## src/rtl/load_store_unit_if.sv

```systemverilog
// rtl/load_store_unit_if.sv - CPU request and data-memory bus bundle for the load/store unit
interface load_store_unit_if;
    // CPU request side
    logic        req;
    logic        we;
    logic [1:0]  size;
    logic        unsigned_ld;
    logic [31:0] addr;
    logic [31:0] wdata;
    logic        busy;
    logic        done;
    logic        err;
    logic [31:0] rdata;
    // Data memory side
    logic [31:0] mem_address;
    logic [31:0] mem_write_data;
    logic        mem_read;
    logic        mem_write;
    logic [31:0] mem_data;

    modport slave (
        input  req, we, size, unsigned_ld, addr, wdata, mem_data,
        output busy, done, err, rdata, mem_address, mem_write_data, mem_read, mem_write
    );

    modport master (
        output req, we, size, unsigned_ld, addr, wdata, mem_data,
        input  busy, done, err, rdata, mem_address, mem_write_data, mem_read, mem_write
    );
endinterface

```

## src/rtl/load_store_unit.sv

```systemverilog
// rtl/load_store_unit.sv - sequences byte/half/word loads and stores onto a big-endian word memory
module load_store_unit #(
    parameter int unsigned MEM_BYTES = 2048
) (
    input  logic              clk,
    input  logic              reset,
    load_store_unit_if.slave  bus
);

    localparam logic [32:0] MEM_LIMIT = 33'(MEM_BYTES);

    typedef enum logic [2:0] {
        IDLE,
        RD_SETUP,
        RD_STROBE,
        RD_CAPTURE,
        WR_SETUP,
        WR_STROBE,
        DONE
    } state_t;

    state_t      state_q;
    logic        we_q;
    logic [1:0]  size_q;
    logic        uns_q;
    logic [1:0]  off_q;
    logic [15:0] wdata_q;

    logic        busy_q;
    logic        done_q;
    logic        err_q;
    logic [31:0] rdata_q;
    logic [31:0] mem_address_q;
    logic [31:0] mem_write_data_q;
    logic        mem_read_q;
    logic        mem_write_q;

    logic [32:0] base_end_d;
    logic        acc_err_d;
    logic [7:0]  byte_d;
    logic [15:0] half_d;
    logic [31:0] ld_val_d;
    logic [31:0] merge_d;

    // Request legality check on the live inputs, and lane extract/merge on the returned word
    always_comb begin
        base_end_d = {1'b0, bus.addr[31:2], 2'b00} + 33'd3;
        acc_err_d  = (bus.size == 2'b11)
                   || (bus.size == 2'b01 && bus.addr[0])
                   || (bus.size == 2'b10 && bus.addr[1:0] != 2'b00)
                   || (base_end_d >= MEM_LIMIT);

        // Big-endian: offset 0 is the most significant byte
        case (off_q)
            2'd0:    byte_d = bus.mem_data[31:24];
            2'd1:    byte_d = bus.mem_data[23:16];
            2'd2:    byte_d = bus.mem_data[15:8];
            default: byte_d = bus.mem_data[7:0];
        endcase
        half_d = off_q[1] ? bus.mem_data[15:0] : bus.mem_data[31:16];

        case (size_q)
            2'b00:   ld_val_d = uns_q ? {24'h0, byte_d} : {{24{byte_d[7]}}, byte_d};
            2'b01:   ld_val_d = uns_q ? {16'h0, half_d} : {{16{half_d[15]}}, half_d};
            default: ld_val_d = bus.mem_data;
        endcase

        merge_d = bus.mem_data;
        if (size_q == 2'b00) begin
            case (off_q)
                2'd0:    merge_d[31:24] = wdata_q[7:0];
                2'd1:    merge_d[23:16] = wdata_q[7:0];
                2'd2:    merge_d[15:8]  = wdata_q[7:0];
                default: merge_d[7:0]   = wdata_q[7:0];
            endcase
        end else if (off_q[1]) begin
            merge_d[15:0] = wdata_q;
        end else begin
            merge_d[31:16] = wdata_q;
        end
    end

    // Access sequencer: every output is registered and set on the edge entering its state
    always_ff @(posedge clk) begin
        if (reset) begin
            state_q          <= IDLE;
            we_q             <= 1'b0;
            size_q           <= 2'b00;
            uns_q            <= 1'b0;
            off_q            <= 2'b00;
            wdata_q          <= 16'h0;
            busy_q           <= 1'b0;
            done_q           <= 1'b0;
            err_q            <= 1'b0;
            rdata_q          <= 32'h0;
            mem_address_q    <= 32'h0;
            mem_write_data_q <= 32'h0;
            mem_read_q       <= 1'b0;
            mem_write_q      <= 1'b0;
        end else begin
            done_q      <= 1'b0;
            mem_read_q  <= 1'b0;
            mem_write_q <= 1'b0;
            case (state_q)
                IDLE: begin
                    if (bus.req) begin
                        we_q    <= bus.we;
                        size_q  <= bus.size;
                        uns_q   <= bus.unsigned_ld;
                        off_q   <= bus.addr[1:0];
                        wdata_q <= bus.wdata[15:0];
                        busy_q  <= 1'b1;
                        err_q   <= acc_err_d;
                        if (acc_err_d) begin
                            state_q <= DONE;
                            done_q  <= 1'b1;
                        end else begin
                            mem_address_q <= {bus.addr[31:2], 2'b00};
                            if (bus.we && bus.size == 2'b10) begin
                                mem_write_data_q <= bus.wdata;
                                state_q          <= WR_SETUP;
                            end else begin
                                state_q <= RD_SETUP;
                            end
                        end
                    end
                end
                RD_SETUP: begin
                    mem_read_q <= 1'b1;
                    state_q    <= RD_STROBE;
                end
                RD_STROBE: begin
                    state_q <= RD_CAPTURE;
                end
                RD_CAPTURE: begin
                    // Memory holds mem_data until the next read strobe, so it is still valid here
                    if (we_q) begin
                        mem_write_data_q <= merge_d;
                        state_q          <= WR_SETUP;
                    end else begin
                        rdata_q <= ld_val_d;
                        done_q  <= 1'b1;
                        state_q <= DONE;
                    end
                end
                WR_SETUP: begin
                    mem_write_q <= 1'b1;
                    state_q     <= WR_STROBE;
                end
                WR_STROBE: begin
                    done_q  <= 1'b1;
                    state_q <= DONE;
                end
                DONE: begin
                    busy_q  <= 1'b0;
                    err_q   <= 1'b0;
                    state_q <= IDLE;
                end
                default: begin
                    busy_q  <= 1'b0;
                    err_q   <= 1'b0;
                    state_q <= IDLE;
                end
            endcase
        end
    end

    assign bus.busy           = busy_q;
    assign bus.done           = done_q;
    assign bus.err            = err_q;
    assign bus.rdata          = rdata_q;
    assign bus.mem_address    = mem_address_q;
    assign bus.mem_write_data = mem_write_data_q;
    assign bus.mem_read       = mem_read_q;
    assign bus.mem_write      = mem_write_q;

endmodule
```

## src/flat_wrapper.sv

```systemverilog
// flat-port wrapper written by rule: the top's interface ports become plain ports
module load_store_unit_flat 
#(
    parameter int unsigned MEM_BYTES = 2048
)
  (clk, reset, bus_req, bus_we, bus_size, bus_unsigned_ld, bus_addr, bus_wdata, bus_mem_data, bus_busy, bus_done, bus_err, bus_rdata, bus_mem_address, bus_mem_write_data, bus_mem_read, bus_mem_write);
  load_store_unit_if bus_i ();
  input  logic clk;
  input  logic reset;
  input wire logic [$bits(bus_i.req)-1:0] bus_req;
  input wire logic [$bits(bus_i.we)-1:0] bus_we;
  input wire logic [$bits(bus_i.size)-1:0] bus_size;
  input wire logic [$bits(bus_i.unsigned_ld)-1:0] bus_unsigned_ld;
  input wire logic [$bits(bus_i.addr)-1:0] bus_addr;
  input wire logic [$bits(bus_i.wdata)-1:0] bus_wdata;
  input wire logic [$bits(bus_i.mem_data)-1:0] bus_mem_data;
  output wire logic [$bits(bus_i.busy)-1:0] bus_busy;
  output wire logic [$bits(bus_i.done)-1:0] bus_done;
  output wire logic [$bits(bus_i.err)-1:0] bus_err;
  output wire logic [$bits(bus_i.rdata)-1:0] bus_rdata;
  output wire logic [$bits(bus_i.mem_address)-1:0] bus_mem_address;
  output wire logic [$bits(bus_i.mem_write_data)-1:0] bus_mem_write_data;
  output wire logic [$bits(bus_i.mem_read)-1:0] bus_mem_read;
  output wire logic [$bits(bus_i.mem_write)-1:0] bus_mem_write;
  assign bus_i.req = bus_req;
  assign bus_i.we = bus_we;
  assign bus_i.size = bus_size;
  assign bus_i.unsigned_ld = bus_unsigned_ld;
  assign bus_i.addr = bus_addr;
  assign bus_i.wdata = bus_wdata;
  assign bus_i.mem_data = bus_mem_data;
  assign bus_busy = bus_i.busy;
  assign bus_done = bus_i.done;
  assign bus_err = bus_i.err;
  assign bus_rdata = bus_i.rdata;
  assign bus_mem_address = bus_i.mem_address;
  assign bus_mem_write_data = bus_i.mem_write_data;
  assign bus_mem_read = bus_i.mem_read;
  assign bus_mem_write = bus_i.mem_write;
  load_store_unit #(.MEM_BYTES(MEM_BYTES)) u_core (.clk(clk), .reset(reset), .bus(bus_i));
endmodule
```

## config.mk

```make
export PLATFORM = sky130hd
export DESIGN_NAME = load_store_unit_flat
export DESIGN_NICKNAME = d
export VERILOG_FILES = /design/src/rtl/load_store_unit_if.sv /design/src/rtl/load_store_unit.sv /design/src/flat_wrapper.sv
export SDC_FILE = /design/constraint.sdc
export NUM_CORES = 1
export LEC_CHECK = 0
export CAP_MARGIN = 10
export CORE_MARGIN = 5
export CORE_UTILIZATION = 49
export DETAILED_ROUTE_END_ITERATION = 12
export GPL_TIMING_DRIVEN = 0
export PLACE_DENSITY = 0.85
export SLEW_MARGIN = 20
export SYNTH_ARGS = -nofsm -noshare
export SYNTH_HDL_FRONTEND = slang
export SYNTH_SLANG_ARGS = --single-unit
```

## constraint.sdc

```tcl
create_clock -name clk -period 2.7 [get_ports clk]
set_clock_uncertainty 0.1 [all_clocks]
set_input_delay 0.405 -clock clk [delete_from_list [all_inputs] [get_ports clk]]
set_output_delay 0.405 -clock clk [all_outputs]
set_load 0.01 [all_outputs]
```

==> results of run 1 <==
==> how the worst max path moves through the flow <==
| stage | from | endpoint | slack [ns] | cells past startpoint |
|---|---|---|---|---|
| 3_5_place_dp | bus_req | u_core.bus.mem_address[25] | 0.008 | 8 |
| 3_3_place_gp | bus_req | u_core.bus.mem_address[20] | -0.004 | 8 |
| 6_report | bus_req | u_core.bus.mem_address[25] | 0.41 | 8 |
| 4_1_cts | bus_req | u_core.bus.mem_address[25] | 0.44 | 8 |
| 5_1_grt | bus_req | u_core.bus.mem_address[30] | 0.19 | 8 |
| 2_1_floorplan | bus_addr[11] | u_core.bus.mem_write_data[10] | 0.79 | 6 |
==> cells in the final DEF, fill, tap and decap left out, drive strengths merged, types with 22 or more instances in the layout <==
| master | n |
|---|---|
| clkdlybuf4s50 | 200 |
| dfxtp | 124 |
| nand2 | 100 |
| nor2 | 89 |
| clkbuf | 52 |
| a21oi | 35 |
| mux2i | 32 |
| a211oi | 31 |
| nand2b | 25 |
| buf | 24 |
| and2 | 23 |
| o21ai | 23 |
| nor3 | 22 |
==> report_power, final <==
part	internal, mW	leakage [nW]	switching (mW)
registers	2.01	1.00	0.128
logic	0.777	2.00	1.05
clock network	1.38	0.272	0.875
total	4.17	3.27	2.06
==> registers in the layout, indices dropped and copies added, names as in the netlist <==
signal	cells
u_core.bus.mem_write	1
u_core.bus.mem_read	1
u_core.bus.err	1
u_core.bus.busy	1
u_core.we_q	1
u_core.bus.done	1
u_core.size_q	2
u_core.state_q	3
u_core.off_q	2
u_core.bus.mem_address	30
u_core.wdata_q	16
u_core.bus.mem_write_data	32
u_core.bus.rdata	32
u_core.uns_q	1
==> stage by stage <==
step	hold slack, ns	utilization	cell area, um2	power, mW	cells
6_report	0.358	0.730	8730	6.22	1068
3_3_place_gp	0.341	0.681	8150	3.91	1037
3_5_place_dp	0.343	0.681	8150	3.94	1037
5_1_grt	0.380	0.730	8730	6.49	1068
4_1_cts	0.355	0.730	8730	6.20	1068
2_1_floorplan	0.333	-	5960	3.25	690
==> per-layer routing <==
metal | GRT usage | vias to the layer above | routed length (um)
li1 | - | 2860 | -
met1 | 0.346 | 2840 | 8370
met2 | 0.445 | 373 | 9280
met3 | 0.107 | 44 | 2240
met4 | 0.0907 | 0 | 474
met5 | 0 | - | 0
==> cell families (layout without fill, tap and decap cells) <==
logic type / after synthesis / after routing / synth area share
AO/OA/AOI/OAI: 157 / 157 / 0.198
other: 1 / 2 / 0.000630
adder cells (fa/ha/maj): 2 / 2 / 0.00420
multiplexers: 51 / 51 / 0.100
AND/OR/NAND/NOR: 293 / 293 / 0.233
flip-flops: 124 / 124 / 0.417
buffers and inverters: 61 / 292 / 0.0470
==> worst reg2reg max path: cells and delay by family (launching register included) <==
kind / cells / cell delay [ns]
multiplexers: 1 / 0.21
buffers and inverters: 3 / 0.75
flip-flops: 1 / 0.33
AND/OR/NAND/NOR: 3 / 0.78
==> final cells by class <==
class / count / area [um2]
well taps: 147 / 184
repair buffers: 200 / 2000
clock buffers: 18 / 439
fillers: 920 / 3230
inverters: 3 / 11.3
multi-input cells: 505 / 3200
plain buffers: 58 / 269
flip-flops and latches: 124 / 2480
clock inverters: 13 / 145
==> results.yml, run 1 <==
route:
  avgViaCountPerCell: 5.73
  wirelength_mm: 20.4
  drtPass1Iterations: 5
  drtAntennaViolNets: 0
  via_count: 6117
  drt_iter0_drc: 617
  drc: 0
  wire_per_inst_um: 19.1
synth:
  yosysUniqueCellTypes: 52
  ys.flop_type: "dfxtp_1"
  syn_area_per_cell_um2: 8.65
  synth-seq-cells: 124
  synthCells: 689
  synthTopCellsByArea: "dfxtp_1 42%, nand2_1 6.3%, nor2_1 5.5%, mux2i_1 5.4%, mux2_4 3.5%"
  yosysTopAreaCellShare: 0.417
  synth_largest_area_cell: "dfxtp_1"
  yosys-top-cells-count: "124 x dfxtp_1, 100 x nand2_1, 88 x nor2_1, 34 x a21oi_1, 34 x clkbuf_1"
  seq_area_frac_synth: 0.417
  synth_most_common_cell: "dfxtp_1"
  synthArstFlopShare: 0
  syn_area_um2: 5960
  yosysWarningCount: 0
  synth_edf_count: 0
clock_network:
  clock_sinks: 124
  clk_latency_ns: 0.43
  post-cts-setup-buffers: 0
  cts-root-buf: "clkbuf_16"
  numCtsBuffers: 17
  htreeDepth: 4
  path_clk_slew_ns: 0.06
  clk_path_buf_depth: 2
  cts_tree: "built"
  postCtsResizedCells: 0
  cts_hold_buf: 0
place:
  portBuffers: 200
  place_ws_ns: 0.00813
  gp_congestion: 0.904
  hpwl_mm: 15.1
critical_path:
  worst-path-buf-inv: 3
  cp_top_family: "simple AND/OR/NAND/NOR gates"
  path_max_fanout: 10
  reg2reg_depth: 7
  r2r_end: "u_core.bus.mem_write_data[14]"
  crit_path_end_kind: "flip-flop"
  critPathRequiredTime_ns: 2.92
  path_cells: "clkdlybuf4s50_1, nor2b_1, nand2_1, nor3_1, buf_4, nor2_1, clkbuf_1, and2_1"
  criticalPathCategory: "primary input to flip-flop"
  crit_arrival_ns: 2.51
  worst-r2r-setup-slack_ns: 0.49
  startpoint_type: "primary input"
  reg2reg_from: "u_core.state_q[1]"
  slowest_delay_ns: 0.47
  crit_slowest_cell: "clkdlybuf4s50_1"
timing:
  setup_tns_ns: 0
  max_slew_margin: 0.528
  setup_viol_count_final: 0
  tightest_slew_ns: 0.708
  rsz0062_at_grt: "false"
  slew_viol_final: 0
  fin_crit_ns: 2.29
  max_freq_ghz: 0.437
  hold_violations: 0
  period_share: 0.848
  worst_slack_ns: 0.409
layout:
  layout-drive-gt1-share: 0.106
  diodes: 0
  synthToLayoutAreaGrowth_pct: 46.6
  num-nets-final: 1014
power:
  power.leakage_nw: 3.27
  pwr_density_cell_nw_per_um2: 713
  irDropWorstVdd_v: 0.000410
grt:
  antenna_found_initial: 0
  grt_pass1_vias: 5947
  grt_usage: 0.278
  grt_max_degree: 17
  grt_remaining_overflow: 0
  grt_first_pass_wirelength_mm: 31.4
die:
  dieArea_um2: 14500
  fp-row-count: 40
  fp.coreArea_um2: 12000
  ioPinCount: 204
  die_y_um: 120
  fp.dieW_um: 120
  start_util: 0.498
job:
  cap_violations: 0
run_status:
  status: "completed"
hold_path:
  hold_class: "flip-flop to flip-flop"
  min-delay-start: "u_core.wdata_q[14]"
  holdPathStages: 2
  hold_end: "u_core.wdata_q[14]"
Power figures use the tool's default switching activity.
==> run 2: changes to the inputs <==
--- a/config.mk
+++ b/config.mk
@@ -7,10 +7,10 @@
 export LEC_CHECK = 0
 export CAP_MARGIN = 10
 export CORE_MARGIN = 5
-export CORE_UTILIZATION = 49
+export CORE_UTILIZATION = 46
 export DETAILED_ROUTE_END_ITERATION = 12
 export GPL_TIMING_DRIVEN = 0
-export PLACE_DENSITY = 0.85
+export PLACE_DENSITY = 0.81
 export SLEW_MARGIN = 20
 export SYNTH_ARGS = -nofsm -noshare
 export SYNTH_HDL_FRONTEND = slang
==> constraint.sdc (replaced) <==
create_clock -name clk -period 2.2 [get_ports clk]
set_clock_uncertainty 0.1 [all_clocks]
set_input_delay 0.33 -clock clk [delete_from_list [all_inputs] [get_ports clk]]
set_output_delay 0.33 -clock clk [all_outputs]
set_load 0.01 [all_outputs]
==> results.yml, run 2 (synthesis gave the netlist of run 1 again) <==
run_status:
  status: "completed"
critical_path:
  criticalPathCategory: "primary input to flip-flop"
  worst-r2r-setup-slack_ns: 0.08
  critPathRequiredTime_ns: 2.41
  reg2reg_depth: 7
  startpoint_type: "primary input"
  reg2reg_from: "u_core.state_q[2]"
  r2r_end: "u_core.bus.mem_write_data[30]"
  path_max_fanout: 10
  crit_path_end_kind: "flip-flop"
  crit_arrival_ns: 2.36
timing:
  max_slew_margin: 0.552
  tightest_slew_ns: 0.672
  max_freq_ghz: 0.464
  hold_ws_ns: 0.356
  rsz0062_at_grt: "true"
  slew_viol_final: 0
  fin_crit_ns: 2.16
  worst_slack_ns: 0.0446
  setup_tns_ns: 0
  period_share: 0.980
  hold_violations: 0
  setup_viol_count_final: 0
layout:
  final_util: 0.695
  finalInstanceArea_um2: 8810
  final_common_cell: "clkdlybuf4s50_1"
  fillers: 1000
  layout-drive-gt1-share: 0.112
  diodes: 0
  final_cell_mix: "200 x clkdlybuf4s50_1, 124 x dfxtp_1, 99 x nand2_1, 87 x nor2_1"
  finalNonFillerCells: 1093
  synthToLayoutAreaGrowth_pct: 47.9
  num-nets-final: 1014
place:
  hpwl_mm: 15.5
  dp.cells: 1062
  placed_area_um2: 8180
  gp_congestion: 0.954
  place_ws_ns: -0.426
  portBuffers: 200
grt:
  antenna_found_initial: 0
  grt_first_pass_wirelength_mm: 31.1
  grt_pass1_vias: 5871
  grt_remaining_overflow: 0
  grt_usage: 0.265
  grt_max_degree: 17
route:
  avgViaCountPerCell: 5.52
  wirelength_mm: 20.5
  wire_per_inst_um: 18.8
  via_count: 6029
  drtPass1Iterations: 5
  drc: 0
  drt_iter0_drc: 560
  drtAntennaViolNets: 0
hold_path:
  min-delay-start: "u_core.wdata_q[12]"
  hold_class: "flip-flop to flip-flop"
  holdPathStages: 2
  hold_end: "u_core.wdata_q[12]"
die:
  fp.coreArea_um2: 12700
  fp-row-count: 41
  start_util: 0.470
  dieArea_um2: 15300
  die_y_um: 124
  fp.dieW_um: 124
  ioPinCount: 204
power:
  swShare: 0.324
  pwr-share-comb: 0.293
  pwr-share-seq: 0.340
  power.leakage_nw: 3.31
  clkPwrFrac: 0.367
  power_mw: 7.74
  switching_power_mw: 2.51
  irDropWorstVdd_v: 0.000835
  intPower_mw: 5.23
  pwr_density_cell_nw_per_um2: 878
job:
  cap_violations: 0
clock_network:
  clk_latency_ns: 0.43
  htreeDepth: 4
  path_clk_slew_ns: 0.06
  clock_sinks: 124
  clk_path_buf_depth: 2
  cts-root-buf: "clkbuf_16"
  numCtsBuffers: 17
  cts_tree: "built"
  post-cts-setup-buffers: 0
  cts_hold_buf: 0
==> run 2: how the worst max path moves through the flow <==
stage	startpoint	to	slack (ns)	cells past startpoint
global route	bus_addr[31]	u_core.bus.mem_address[25]	-0.04	8
CTS	u_core.state_q[1]	u_core.bus.mem_write_data[15]	0.04	7
global placement	bus_req	u_core.bus.mem_address[17]	-0.43	8
finish	bus_addr[31]	u_core.bus.mem_write_data[30]	0.04	7
detailed placement	bus_req	u_core.bus.mem_address[26]	-0.43	8
floorplan	bus_addr[11]	u_core.bus.mem_write_data[10]	0.37	6
==> run 2: timing repair <==
item	4_1_cts	5_1_grt
setup endpoints to repair	4	49
resized for setup	1	12
pin swaps	0	0
==> run 2: worst max-delay path, stage by stage <==
cell and delay, ns:
clkdlybuf4s50_1 0.41, nor4_2 0.32, nand4_2 0.29, nor4_2 0.40
a21oi_4 0.12, buf_6 0.19, mux2_4 0.30
==> run 2: power groups by stage <==
stage                     clock, mW  combinational (mW)  sequential [mW]
after floorplan                   0                1.31             2.68
after global placement            0                2.15             2.66
after detailed placement          0                2.18             2.67
after CTS                      2.86                2.20             2.62
after global routing           2.97                2.44             2.65
final                          2.84                2.27             2.63
==> run 2: area by class of cell <==
| class | count | area (um2) | share of cell area |
|---|---|---|---|
| timing repair buffer | 200 | 2000 | 0.227 |
| clock buffer | 20 | 447 | 0.0507 |
| tap | 172 | 215 | 0.0244 |
| inverter | 3 | 11.3 | 0.00128 |
| clock inverter | 11 | 144 | 0.0163 |
| multi-input combinational | 505 | 3240 | 0.367 |
| buffer | 58 | 275 | 0.0312 |
| sequential | 124 | 2480 | 0.282 |
==> run 2: layer usage <==
| layer | track usage | vias to the layer above | share of wire |
|---|---|---|---|
| met5 | 0 | - | 0 |
| met4 | 0.107 | 0 | 0.028 |
| met3 | 0.100 | 44 | 0.11 |
| met2 | 0.411 | 322 | 0.46 |
| met1 | 0.333 | 2804 | 0.40 |
| li1 | - | 2859 | - |
==> run 3: changes to the inputs <==
--- a/config.mk
+++ b/config.mk
@@ -5,9 +5,9 @@
 export SDC_FILE = /design/constraint.sdc
 export NUM_CORES = 1
 export LEC_CHECK = 0
-export CAP_MARGIN = 10
-export CORE_MARGIN = 5
+export CAP_MARGIN = 20
 export CORE_UTILIZATION = 46
+export CTS_CLUSTER_SIZE = 24
 export DETAILED_ROUTE_END_ITERATION = 12
 export GPL_TIMING_DRIVEN = 0
 export PLACE_DENSITY = 0.81
==> results.yml, run 3 (synthesis gave the netlist of run 1 again) <==
die:
  die_y_um: 116
  start_util: 0.472
  fp.dieW_um: 116
  ioPinCount: 204
  dieArea_um2: 13400
  fp-row-count: 41
  fp.coreArea_um2: 12600
route:
  via_count: 6006
  avgViaCountPerCell: 5.47
  dr_wl_met2_mm: 9.05
  route.met3.wl_mm: 1.95
  drt-met1-wl_mm: 8.06
  drtAntennaViolNets: 0
  drtPass1Iterations: 5
  maxUsedRoutingLayer: "met4"
  wirelength_mm: 19.5
  drt_iter0_drc: 422
  drc: 0
  wire_per_inst_um: 17.8
timing:
  fin_crit_ns: 2.12
  setup_viol_count_final: 0
  slew_viol_final: 0
  tightest_slew_ns: 0.687
  setup_tns_ns: 0
  max_slew_margin: 0.542
  hold_violations: 0
  max_freq_ghz: 0.472
  period_share: 0.964
layout:
  multi_input_comb_area_um2: 3220
  final_cell_mix: "200 x clkdlybuf4s50_1, 124 x dfxtp_1, 99 x nand2_1, 88 x nor2_1, 38 x clkbuf_1"
  layout-drive-gt1-share: 0.111
  final_common_cell: "clkdlybuf4s50_1"
  synthToLayoutAreaGrowth_pct: 47.5
  finalNonFillerCells: 1097
  regArea_um2: 2480
  diodes: 0
  fillers: 1046
  num-nets-final: 1017
critical_path:
  cp_top_family: "buffers and inverters"
  crit_slowest_cell: "clkdlybuf4s50_1"
  crit_arrival_ns: 2.37
  crit_path_end_kind: "flip-flop"
  r2r_end: "u_core.bus.mem_write_data[7]"
  reg2reg_from: "u_core.state_q[1]"
  criticalPathCategory: "primary input to flip-flop"
  worst-path-buf-inv: 2
  critPathRequiredTime_ns: 2.45
  slowest_delay_ns: 0.54
  cp-startpoint: "bus_size[0]"
  reg2reg_depth: 7
  path_max_fanout: 10
  path_cells: "clkdlybuf4s50_1, nor3_1, o211ai_2, nor4_2, a21oi_2, buf_2, mux2i_1"
  startpoint_type: "primary input"
  worst-r2r-setup-slack_ns: 0.10
hold_path:
  hold_class: "flip-flop to flip-flop"
  min-delay-start: "u_core.bus.mem_address[24]"
  hold_end: "u_core.bus.mem_address[24]"
  holdPathStages: 1
power:
  irDropWorstVdd_v: 0.000564
  pwr_density_cell_nw_per_um2: 859
  power_mw: 7.54
  power.leakage_nw: 3.31
clock_network:
  clk_path_buf_depth: 2
  path_clk_slew_ns: 0.06
  clk_latency_ns: 0.42
  htreeDepth: 4
  numCtsBuffers: 17
  clock_sinks: 124
  cts-root-buf: "clkbuf_16"
  cts_tree: "built"
grt:
  grt_remaining_overflow: 0
  antenna_found_initial: 0
  grt_max_degree: 17
  grt_first_pass_wirelength_mm: 30.1
  grt_pass1_vias: 6007
  grt_usage: 0.297
job:
  cap_violations: 0
place:
  dp.cells: 1062
  portBuffers: 200
  gp_congestion: 0.910
  hpwl_mm: 14.6
run_status:
  status: "completed"
[run 3: cell types whose count changed in the layout (fill, tap and decap cells not counted), sizes merged]
cell | before | now
buf | 24 | 26
clkbuf | 54 | 59
inv | 3 | 2
clkinvlp | 4 | 1
clkinv | 4 | 6
bufinv | 3 | 2
[run 3: metrics by stage]
step                hold slack, ns  utilization  cell area, um2  setup WS [ns]
detailed placement           0.343        0.648            8180         -0.460
global route                 0.370        0.696            8790       -0.00388
finish                       0.354        0.696            8790         0.0798
floorplan                    0.333            -            5960          0.370
CTS                          0.355        0.692            8740         0.0413
global placement             0.342        0.648            8180         -0.430
[run 3: layout make-up]
type | instances | share of cell area
sequential | 124 | 0.282
tap | 172 | 0.0245
clock buffer | 24 | 0.0525
clock inverter | 8 | 0.0105
timing repair buffer | 203 | 0.230
inverter | 3 | 0.00128
buffer | 58 | 0.0316
multi-input combinational | 505 | 0.367
[run 3: repair_timing]
item                                    CTS  global route
hold buffers                              0             0
pin swaps                                 0             1
endpoints found under the setup margin   20            56
resized for setup                         1            11
setup buffers                             0             3
[run 3: where the power goes]
| group | total, mW | internal [mW] | switching [mW] | leakage (nW) |
|---|---|---|---|---|
| combinational | 2.24 | 0.960 | 1.28 | 2.03 |
| clock | 2.67 | 1.68 | 0.987 | 0.272 |
| sequential | 2.63 | 2.47 | 0.166 | 1.00 |
| total | 7.54 | 5.11 | 2.43 | 3.31 |
[run 3: worst max-delay path by stage]
stage          slack, ns                             to  cells past startpoint
2_1_floorplan       0.37  u_core.bus.mem_write_data[10]                      6
3_3_place_gp       -0.43     u_core.bus.mem_address[11]                      8
3_5_place_dp       -0.46     u_core.bus.mem_address[16]                      8
4_1_cts             0.04     u_core.bus.mem_address[16]                      8
5_1_grt           -0.004   u_core.bus.mem_write_data[7]                      7
6_report            0.08  u_core.bus.mem_write_data[21]                      7
[run 3: layer usage]
layer / vias to the layer above / global-route usage
li1: 2869 / -
met5: - / 0
met1: 2819 / 0.355
met2: 281 / 0.483
met3: 37 / 0.106
met4: 0 / 0.122
==> RTL change: new RTL, config.mk and constraints of run 1 <==
Re-encode `state_t` (7 states) as one-hot, 7 bits wide.
--- a/src/rtl/load_store_unit.sv
+++ b/src/rtl/load_store_unit.sv
@@ -10,12 +10,12 @@
     localparam logic [32:0] MEM_LIMIT = 33'(MEM_BYTES);
 
-    typedef enum logic [2:0] {
-        IDLE,
-        RD_SETUP,
-        RD_STROBE,
-        RD_CAPTURE,
-        WR_SETUP,
-        WR_STROBE,
-        DONE
+    typedef enum logic [6:0] {
+        IDLE       = 7'b0000001,
+        RD_SETUP   = 7'b0000010,
+        RD_STROBE  = 7'b0000100,
+        RD_CAPTURE = 7'b0001000,
+        WR_SETUP   = 7'b0010000,
+        WR_STROBE  = 7'b0100000,
+        DONE       = 7'b1000000
     } state_t;
 
Check against the original RTL: no difference found for any inputs over 4 cycles, from zero or initial values and one cycle with reset high; so few cycles prove little.
==> RTL change against run 1 <==
Register-to-register slack worse by 0.41 ns; worst setup slack worse by 0.33 ns; highest routed layer unchanged; die area up 0.90%; sequential cell count up 4; critical path depth unchanged; synthesized area up 0.99%; final area up 1.2%; wire length up 3.2%.
Power is not compared: it rests on default switching activity, and its combinational part moved more than twofold at a synthesized area within 25%.
==> RTL change: results (changes against run 1) <==
Run status -> finished, final reports clean
R2R Setup Slk -> 0.08 ns (-0.41 ns)
DR pass1 iterations -> 8 (+3)
N_diodes -> 0 (unchanged)
Internal power -> 3.49 mW
CTS clk-pin slew, worst paths -> 0.06 ns (about the same)
Synth cell types -> 50 (-3.8%)
Top cells by count, synth -> 128 x dfxtp_1, 87 x nor2_1, 74 x nand2_1, 49 x a21oi_1, 46 x nor3_1
Root Buffer -> clkbuf_16
Global-route wire length before repair -> 32.6 mm (+3.9%)
Antenna violations before repair -> 0 (unchanged)
Logic gate share of total power -> 0.128
Routed vias/inst -> 5.84 (+1.9%)
DP Wirelength -> 15.7 mm (+3.7%)
Longest Clk Path Bufs -> 2 (unchanged)
Post-CTS setup buffers -> 0 (unchanged)
# port buffers -> 200 (unchanged)
Worst Reg-to-Reg Cells -> 8 (+1)
Clock buffer count from CTS -> 17 (unchanged)
Crit path arrival time -> 2.84 ns (+0.33 ns)
Vias in the first global route -> 6118 (+2.9%)
Nets@finish -> 1030 (+1.6%)
Register area share after synthesis -> 0.426 (+0.00924)
VDD IR max -> 0.000404 V
Worst-path maximum fanout -> 10 (unchanged)
H-tree levels -> 4 (unchanged)
GP Congestion -> 1.02 (+13%)
WL final -> 21.0 mm (+3.2%)
Crit start category -> register
Share of cells above drive strength 1 -> 0.0915 (-0.0149)
Synth Warn # -> 0 (unchanged)
PostCTS Resize Cnt -> 2 (+2)
Slew @ Worst Pin -> 0.751 ns (+0.0433 ns)
Pin count of the biggest net entering global routing -> 17 (unchanged)
GRT Util Overall -> 0.286 (+0.00811)
End point of the critical path -> u_core.bus.mem_write_data[11]$_SDFFE_PP0P_
Initial DRC count -> 632 (+2.4%)
Fill count -> 937 (+1.8%)
Synth async-reset ratio -> 0 (unchanged)
Synth area leaders -> dfxtp_1 43%, mux2i_1 6.7%, nor2_1 5.4%
Critical R2R Launch -> u_core.state_q[5]$_SDFFE_PP0P_
[RTL change: changes by cell type after synthesis, moves of 10 or more]
cell      delta
mux2_4      -14
mux2_2      +12
a211oi_2    -10
a21oi_1     +15
clkbuf_1    +10
nand2_1     -26
nor3_1      +24
[RTL change: worst min-delay path by stage]
| stage | to | startpoint | slack (ns) | cells after the start |
|---|---|---|---|---|
| floorplan | u_core.wdata_q[10]$_SDFFE_PP0P_ | u_core.wdata_q[10]$_SDFFE_PP0P_ | 0.33 | 2 |
| global placement | u_core.bus.mem_address[27]$_SDFFE_PP0P_ | u_core.bus.mem_address[27]$_SDFFE_PP0P_ | 0.34 | 1 |
| detailed placement | u_core.bus.mem_address[13]$_SDFFE_PP0P_ | u_core.bus.mem_address[13]$_SDFFE_PP0P_ | 0.34 | 1 |
| CTS | u_core.bus.rdata[0]$_SDFFE_PP0P_ | u_core.bus.rdata[0]$_SDFFE_PP0P_ | 0.36 | 2 |
| global route | u_core.wdata_q[8]$_SDFFE_PP0P_ | u_core.wdata_q[8]$_SDFFE_PP0P_ | 0.38 | 2 |
| finish | u_core.bus.mem_address[24]$_SDFFE_PP0P_ | u_core.bus.mem_address[24]$_SDFFE_PP0P_ | 0.36 | 1 |
[RTL change: cell type report]
| type | instances | share of cell area |
|---|---|---|
| Sequential cell | 128 | 0.290 |
| Inverter | 1 | 0.000425 |
| Clock buffer | 18 | 0.0497 |
| Timing Repair Buffer | 201 | 0.227 |
| Multi-Input combinational cell | 518 | 0.366 |
| Clock inverter | 14 | 0.0150 |
| Tap cell | 147 | 0.0208 |
| Buffer | 60 | 0.0306 |
[RTL change: critical path, stage by stage (launching register included)]
cell	delay (ns)
dfxtp_1	0.34
or3_1	0.37
buf_6	0.15
or4b_4	0.51
buf_6	0.16
buf_6	0.15
a221oi_1	0.34
nor3_1	0.12
mux2_2	0.28
[RTL change: metal layers]
metal,global-route usage,up-vias,part of all wire
met5,0,-,0
met4,0.113,0,0.026
met3,0.106,55,0.12
met2,0.449,377,0.45
li1,-,2951,-
met1,0.357,2961,0.40
[RTL change: per-stage QoR]
stage	worst slack (ns)	util	std cells	area, sq um	hold slack, ns
4_1_cts	0.0296	0.731	1086	8780	0.356
3_5_place_dp	-0.379	0.683	1054	8210	0.344
2_1_floorplan	0.383	-	707	6020	0.333
5_1_grt	0.000247	0.736	1087	8840	0.381
6_report	0.0778	0.736	1087	8840	0.359
3_3_place_gp	-0.397	0.683	1054	8210	0.341
[RTL change: logic make-up after synthesis]
logic type,share of synthesized area
other cells,0.000623
flops,0.426
buf+inv,0.0447
simple gates,0.239
xor+xnor,0.00146
mux,0.104
compound gates,0.184
